### src/rtl/ddc_bus_arbiter.sv
// ddc_bus_arbiter: shares the sink-side DDC bus between the host passthrough bridge and the local EDID master.
// Build option: define DDC_ARB_STUCK_WDT_EN to add the stuck-SCL watchdog abort.
module ddc_bus_arbiter #(
  parameter int FREE_CYC = 16,
  parameter int GRANT_TO = 1024,
  parameter int STUCK_TO = 50000
) (
  input  logic       clk,
  input  logic       rst,
  input  logic       scl_in,
  input  logic       sda_in,
  input  logic [1:0] req,
  output logic [1:0] grant,
  output logic       bus_busy,
  output logic       hold_host,
  output logic       bus_err
);

  localparam logic [2:0] S_IDLE      = 3'd0;
  localparam logic [2:0] S_WAIT_FREE = 3'd1;
  localparam logic [2:0] S_GRANTED   = 3'd2;
  localparam logic [2:0] S_OWNED     = 3'd3;
  localparam logic [2:0] S_EXT_BUSY  = 3'd4;

  localparam logic [15:0] FREE_LAST  = 16'(FREE_CYC - 1);
  localparam logic [15:0] GRANT_LAST = 16'(GRANT_TO - 1);

  logic [2:0]  state, state_nxt;
  logic [15:0] cnt;
  logic [1:0]  grant_nxt;
  logic        busy_nxt, err_nxt;
  logic        ptr, ptr_nxt, win;
  logic        post_rst, post_rst_nxt;
  logic        scl_p0, sda_p0;
  logic        start_p1, stop_p1;
  logic        stuck_hit;

  function automatic logic [15:0] sat_inc(input logic [15:0] v);
    return (v == 16'hFFFF) ? v : v + 16'd1;
  endfunction

  // Stage 0: line samples; stage 1: START/STOP flags from the sample pair.
  always_ff @(posedge clk) begin
    if (rst) begin
      scl_p0   <= 1'b1;
      sda_p0   <= 1'b1;
      start_p1 <= 1'b0;
      stop_p1  <= 1'b0;
    end else begin
      scl_p0   <= scl_in;
      sda_p0   <= sda_in;
      start_p1 <= scl_p0 & scl_in & sda_p0 & ~sda_in;
      stop_p1  <= scl_p0 & scl_in & ~sda_p0 & sda_in;
    end
  end

`ifdef DDC_ARB_STUCK_WDT_EN
  localparam logic [15:0] STUCK_LAST = 16'(STUCK_TO - 1);
  logic [15:0] stk;

  always_ff @(posedge clk) begin
    if (rst || (state_nxt != state) || scl_in) stk <= '0;
    else                                       stk <= sat_inc(stk);
  end

  assign stuck_hit = ~scl_in & (stk == STUCK_LAST);
`else
  // No watchdog in this build; STUCK_TO stays so both builds share one interface.
  assign stuck_hit = (STUCK_TO < 0);
`endif

  always_comb begin
    state_nxt    = state;
    grant_nxt    = grant;
    busy_nxt     = bus_busy;
    err_nxt      = 1'b0;
    ptr_nxt      = ptr;
    post_rst_nxt = post_rst;
    win          = (req == 2'b11) ? ptr : req[1];
    case (state)
      S_IDLE: begin
        if (start_p1) begin
          state_nxt    = S_EXT_BUSY;
          busy_nxt     = 1'b1;
          post_rst_nxt = 1'b0;
        end else if (post_rst) begin
          // Coming out of reset the bus state is unknown, so let it settle first.
          state_nxt    = S_WAIT_FREE;
          post_rst_nxt = 1'b0;
        end else if (req != 2'b00) begin
          state_nxt = S_GRANTED;
          grant_nxt = win ? 2'b10 : 2'b01;
          ptr_nxt   = ~win;
        end
      end
      S_WAIT_FREE: begin
        if (start_p1) begin
          state_nxt = S_EXT_BUSY;
          busy_nxt  = 1'b1;
        end else if (cnt == FREE_LAST) begin
          state_nxt = S_IDLE;
        end
      end
      S_GRANTED: begin
        if (start_p1) begin
          state_nxt = S_OWNED;
          busy_nxt  = 1'b1;
        end else if ((grant & req) == 2'b00) begin
          state_nxt = S_IDLE;
          grant_nxt = 2'b00;
        end else if (cnt == GRANT_LAST) begin
          state_nxt = S_IDLE;
          grant_nxt = 2'b00;
          err_nxt   = 1'b1;
        end
      end
      S_OWNED, S_EXT_BUSY: begin
        if (stop_p1) begin
          state_nxt = S_WAIT_FREE;
          grant_nxt = 2'b00;
          busy_nxt  = 1'b0;
        end else if (stuck_hit) begin
          state_nxt = S_WAIT_FREE;
          grant_nxt = 2'b00;
          busy_nxt  = 1'b0;
          err_nxt   = 1'b1;
        end
      end
      default: begin
        state_nxt = S_IDLE;
        grant_nxt = 2'b00;
        busy_nxt  = 1'b0;
      end
    endcase
  end

  always_ff @(posedge clk) begin
    if (rst) begin
      state     <= S_IDLE;
      grant     <= 2'b00;
      bus_busy  <= 1'b0;
      hold_host <= 1'b0;
      bus_err   <= 1'b0;
      ptr       <= 1'b0;
      post_rst  <= 1'b1;
      cnt       <= '0;
    end else begin
      state     <= state_nxt;
      grant     <= grant_nxt;
      bus_busy  <= busy_nxt;
      hold_host <= req[0] & ~grant_nxt[0];
      bus_err   <= err_nxt;
      ptr       <= ptr_nxt;
      post_rst  <= post_rst_nxt;
      cnt       <= (state_nxt != state) ? '0 : sat_inc(cnt);
    end
  end

endmodule

### config.mk
export PLATFORM = sky130hd
export DESIGN_NAME = ddc_bus_arbiter
export DESIGN_NICKNAME = d
export VERILOG_FILES = /design/src/rtl/ddc_bus_arbiter.sv
export SDC_FILE = /design/constraint.sdc
export NUM_CORES = 1
export LEC_CHECK = 0
export ABC_CLOCK_PERIOD_IN_PS = 4450
export BUFFER_PORTS_ARGS = -buffer_cell sky130_fd_sc_hd__buf_4
export CORE_MARGIN = 1.5
export CORE_UTILIZATION = 45
export CTS_CLUSTER_DIAMETER = 40
export DETAILED_ROUTE_END_ITERATION = 8
export PLACE_DENSITY = 0.71
export SLEW_MARGIN = 20
export SYNTH_ARGS = -nofsm -noshare
export SYNTH_HDL_FRONTEND = slang
export SYNTH_SLANG_ARGS = --single-unit
### constraint.sdc
create_clock -name clk -period 4.45 [get_ports clk]
set_input_delay 0.445 -clock clk [delete_from_list [all_inputs] [get_ports clk]]
set_output_delay 0.445 -clock clk [all_outputs]
set_load 0.02 [all_outputs]
; ---- After elaboration in Yosys (flattened, before gate mapping)
; Cells that the tools add are included.
[word_totals]
ff_bits = 30
inputBits = 6
[classes]
add_sub_neg = 1
eq_ne = 16
mux = 24
n_bitwise = 15
reduce_logical = 10
[ops]
columns = operator, n
row1 = 3-bit two-way mux, 9
row2 = 16-bit by 1-bit adder with 16-bit output (second input constant), 1
row3 = 16-bit by 10-bit == test with 1-bit output (second input constant), 1
row4 = 16-bit == test (second input constant), 1
row5 = 16-bit by 4-bit == test with 1-bit output (second input constant), 1
row6 = 2-bit two-way mux, 8
row7 = 3-bit one-hot mux with 4 select lines, 1
row8 = 2-bit inequality test (second input constant), 5
row9 = 1-bit inverter, 8
row10 = 2-bit one-hot mux with 4 select lines, 1
row11 = 7-bit AND reduction, 1
row12 = 1-bit bitwise AND, 6
row13 = 3-bit by 2-bit == test with 1-bit output (second input constant), 2
row14 = 1-bit two-way mux, 4
row15 = 4-bit AND reduction, 1
row16 = 2-bit OR reduction, 2
row17 = 4-bit OR reduction, 1
row18 = 3-bit by 1-bit == test with 1-bit output (second input constant), 1
row19 = 3-bit == test (second input constant), 1
row20 = 3-bit zero test, 1
row21 = 3-bit inequality test, 1
row22 = 3-bit inequality test (second input constant), 1
row23 = 3-bit OR reduction, 1
row24 = 2-bit bitwise AND, 1
row25 = other kinds (6), 6

; ---- Logic depth before layout (Yosys ltp)
[depth]
ltp_word = 9
depth_mapped = 7
ltp_nobuf = 6

; ---- Worst setup path before layout
; OpenSTA, ideal clock, no wires.
[synth_path]
path_kind = reg-to-reg
from = register cnt[0]
to = register cnt[0]
setup_ps = 115
t_arrival_ps = 1605
required_time_ps = 4335
slack_ps = 2731
path_stages_with_launch = 8
synth_period_minus_slack_ps = 1719
cell_sequence = dfxtp_1 > ha_1 > and4_1 > nand4_1 > a21o_2 > o22ai_4 > buf_6 > nor2_1
[synth_via]
elab_chain_len = 7
elab_cells_between_ends = 12
cone_classes = add/sub: 1 / eq/ne: 4 / mux: 6 / reduce/logical: 1
[synth_rtl]
columns = item, line
row1 = from (decl), 29  ; logic [15:0] cnt;
row2 = from (signal assigned), 155  ; cnt <= (state_nxt != state) ? '0 : sat_inc(cnt);
row3 = 16-bit by 10-bit == test with 1-bit output, 111  ; end else if (cnt == GRANT_LAST) begin
row4 = 3-bit two-way mux, 111
row5 = 3-bit two-way mux, 108  ; end else if ((grant & req) == 2'b00) begin
row6 = 3-bit two-way mux, 105  ; if (start_p1) begin
row7 = 3-bit one-hot mux with 4 select lines, 80  ; case (state)
row8 = 3-bit inequality test, 155
row9 = 2-bit OR reduction (no source line), --
; Parallel ways exist; a longest one is shown, timed or not.
; A chain may end at the register's enable or synchronous reset.

; ---- Worst setup path after layout
; Same ends and word-level chain as after synthesis.

==> results.toml <==
[setup_path]
cp.arrival_ns = 2.30
end_kind = "flop"
critPathLaunchType = "flop"
required_ns = 4.66
rrSetupSlack_ns = 2.36
path_max_fanout = 11
critPathKind = "flop to flop"

[power]
power_density_nw_per_um2 = 314.1
vdd_ir_drop_max_uv = 181.1
leakage_nw = 0.6172

[timing]
fin_crit_sh_pct = 47.06
hold_slack_ns = 0.3125
finalSetupTns_ns = 0
finalHoldViolations = 0
setup_viol = 0
period_minus_slack_ns = 2.094
rsz0062_at_grt = "false"
skew_ns = 0.004588
max_slew.worst_pin.slew_ns = 0.5784
worst_slack_ns = 2.356
fmax_ghz = 0.4775
drv_slew = 0
max_slew_margin_pct = 61.39

[floorplan]
pin_count = 11
die_w_um = 61.93
die_height_um = 61.93
core_sq_um = 3337
start_util_pct = 46.83
dieArea_sq_um = 3835
fp-row-count = 21

[drt]
drc = 0
drtAntennaViolNets = 0
dr.pass1.iters = 4
drtIter0Drc = 50
via_per_inst = 5.692
wl_um = 3153
wl_per_cell_um = 13.47
vias = 1332

[global_routing]
grt_pass1_wl_um = 4954
grtUsageMet2_pct = 28.27
grt_util_met1_pct = 22.68
grt_usage_pct = 18.01
grt_start_max_net_pins = 19
busiest_layer = "met2"
grt_util_met3_pct = 6.832
antenna_found_initial = 0
grt_overflow = 0
grt_pass1_vias = 1124

[final_layout]
finalNetCount = 195
area_growth_pct = 7.526
fillCellCount = 333
post_route_cells_drive_above_1_share_pct = 12.77
n_antenna_cell = 0
seqCellArea_sq_um = 600.6
multiInputGateArea_sq_um = 883.3

[clock_tree]
clk_pin_slew_worst_paths_ns = 0.09
cts.sink_count = 30
postCtsResizedCells = 0
cts_buffers = 5
cts_buffer_depth = 2
cts_root_buf = "clkbuf_4"
insertion_delay_ns = 0.33
post_cts_buffers = 0
cts_tree = "built"
ctsHoldBuffers = 0
htreeDepth = 2

[placed_design]
post-place-ws_ns = 2.395
dp_hpwl_um = 2239
port_buffers = 10
gp_congestion = 0.9247

[synthesis]
synth_area_sq_um = 1563
ys_async_sr_fraction_pct = 0
ys_seq_elements = 30
syn_inst = 181
yosysWarningCount = 0
syn-mean-instance-area_sq_um = 8.634
yosys.cell_types.count = 50
yosys_most_used_dff = "dfxtp_1"
ys_seq_area_share_pct = 38.43
synth_nets = 188
synth_edf_count = 0

[min_path]
hold_class = "input port to flop"

[flow_run]
cap_viol_max_count = 0

[status]
status = "completed"
[cells in the mapped netlist (3+ instances only)]
library cell  count  area share [%]
nor3_1            6             1.9
nand3_1           6             1.9
o2111ai_1         3             1.7
nand3b_1          3             1.4
a211oi_1          4             1.9
nand2b_1          3             1.2
dfxtp_1          30              38
nor2_1           25             6.0
nand4_1           5             2.0
nor3b_1           3             1.4
mux2i_1           3             1.9
xnor2_1           3             1.7
o21ai_0           6             1.9
a21oi_1          10             3.2
inv_1             5             1.2
a31oi_1           3             1.2
buf_2             5             1.6
xor2_1            8             4.5
nand2_1           9             2.2
o31ai_1           3             1.4
[worst paths after layout]
path,startpoint,to,cells after the start
setup / recovery,cnt[0],cnt[0],6
hold / removal,scl_in,scl_p0,2
setup reg to reg,cnt[0],cnt[0],6
hold reg to reg,sda_p0,stop_p1,1
[stage by stage]
stage	total power, mW	util [%]	cell area, sq um	cells
after floorplan	0.3676	-	1563	181
after global placement	0.3848	49.01	1635	227
after detailed placement	0.3868	49.01	1635	227
after CTS	0.5297	50.36	1680	234
after global routing	0.5559	50.36	1680	234
final	0.5277	50.36	1680	234
[per-layer routing]
layer  vias to the layer above  wire length, um
li1                        675                -
met1                       629             1548
met2                        22             1427
met3                         6              136
met4                         0               40
met5                         -                0
[state kept, by name (all words and copies together) (netlist names)]
signal	count
cnt	16
state	3
grant	2
bus_busy	1
bus_err	1
hold_host	1
post_rst	1
ptr	1
scl_p0	1
sda_p0	1
start_p1	1
stop_p1	1
[critical path: stages (launching register included)]
cell and delay, ns:
dfxtp_1 0.40, ha_1 0.21, and4_1 0.28, nand3_1 0.35, or2_0 0.47, xnor2_1 0.20
nor2_1 0.05
[power breakdown]
part / internal, mW / switching [mW]
Sequential: 0.281 / 0.0188
Clock: 0.0594 / 0.0865
Combinational: 0.0370 / 0.0451
[layout make-up]
type                    count  area share [%]
clock buffers               7           2.681
inverters                   5           1.117
multi-input cells         136           52.57
flip-flops and latches     30           35.74
well taps                  46           3.425
repair buffers             10           4.468
[cell usage in the layout, fill, tap and decap left out, drive strengths merged, types with 5 or more instances in the layout]
master and count:
dfxtp 30, nor3 6, xor2 8, inv 5, nand3 6, nand2 9
nand4 5, buf 10, o21ai 7, a21oi 10, clkbuf 7, nor2 25
[kinds of logic (layout without fill, tap and decap cells)]
family,count (synthesis),count (layout),share of synthesized area (%)
simple gates,80,80,28.82
compound gates,41,41,18.82
flops,30,30,38.43
buf+inv,15,22,5.044
xor+xnor,11,11,6.165
mux,3,3,1.922
fa+ha+maj,1,1,0.8005
No activity file was read; power rests on OpenSTA's default activity.
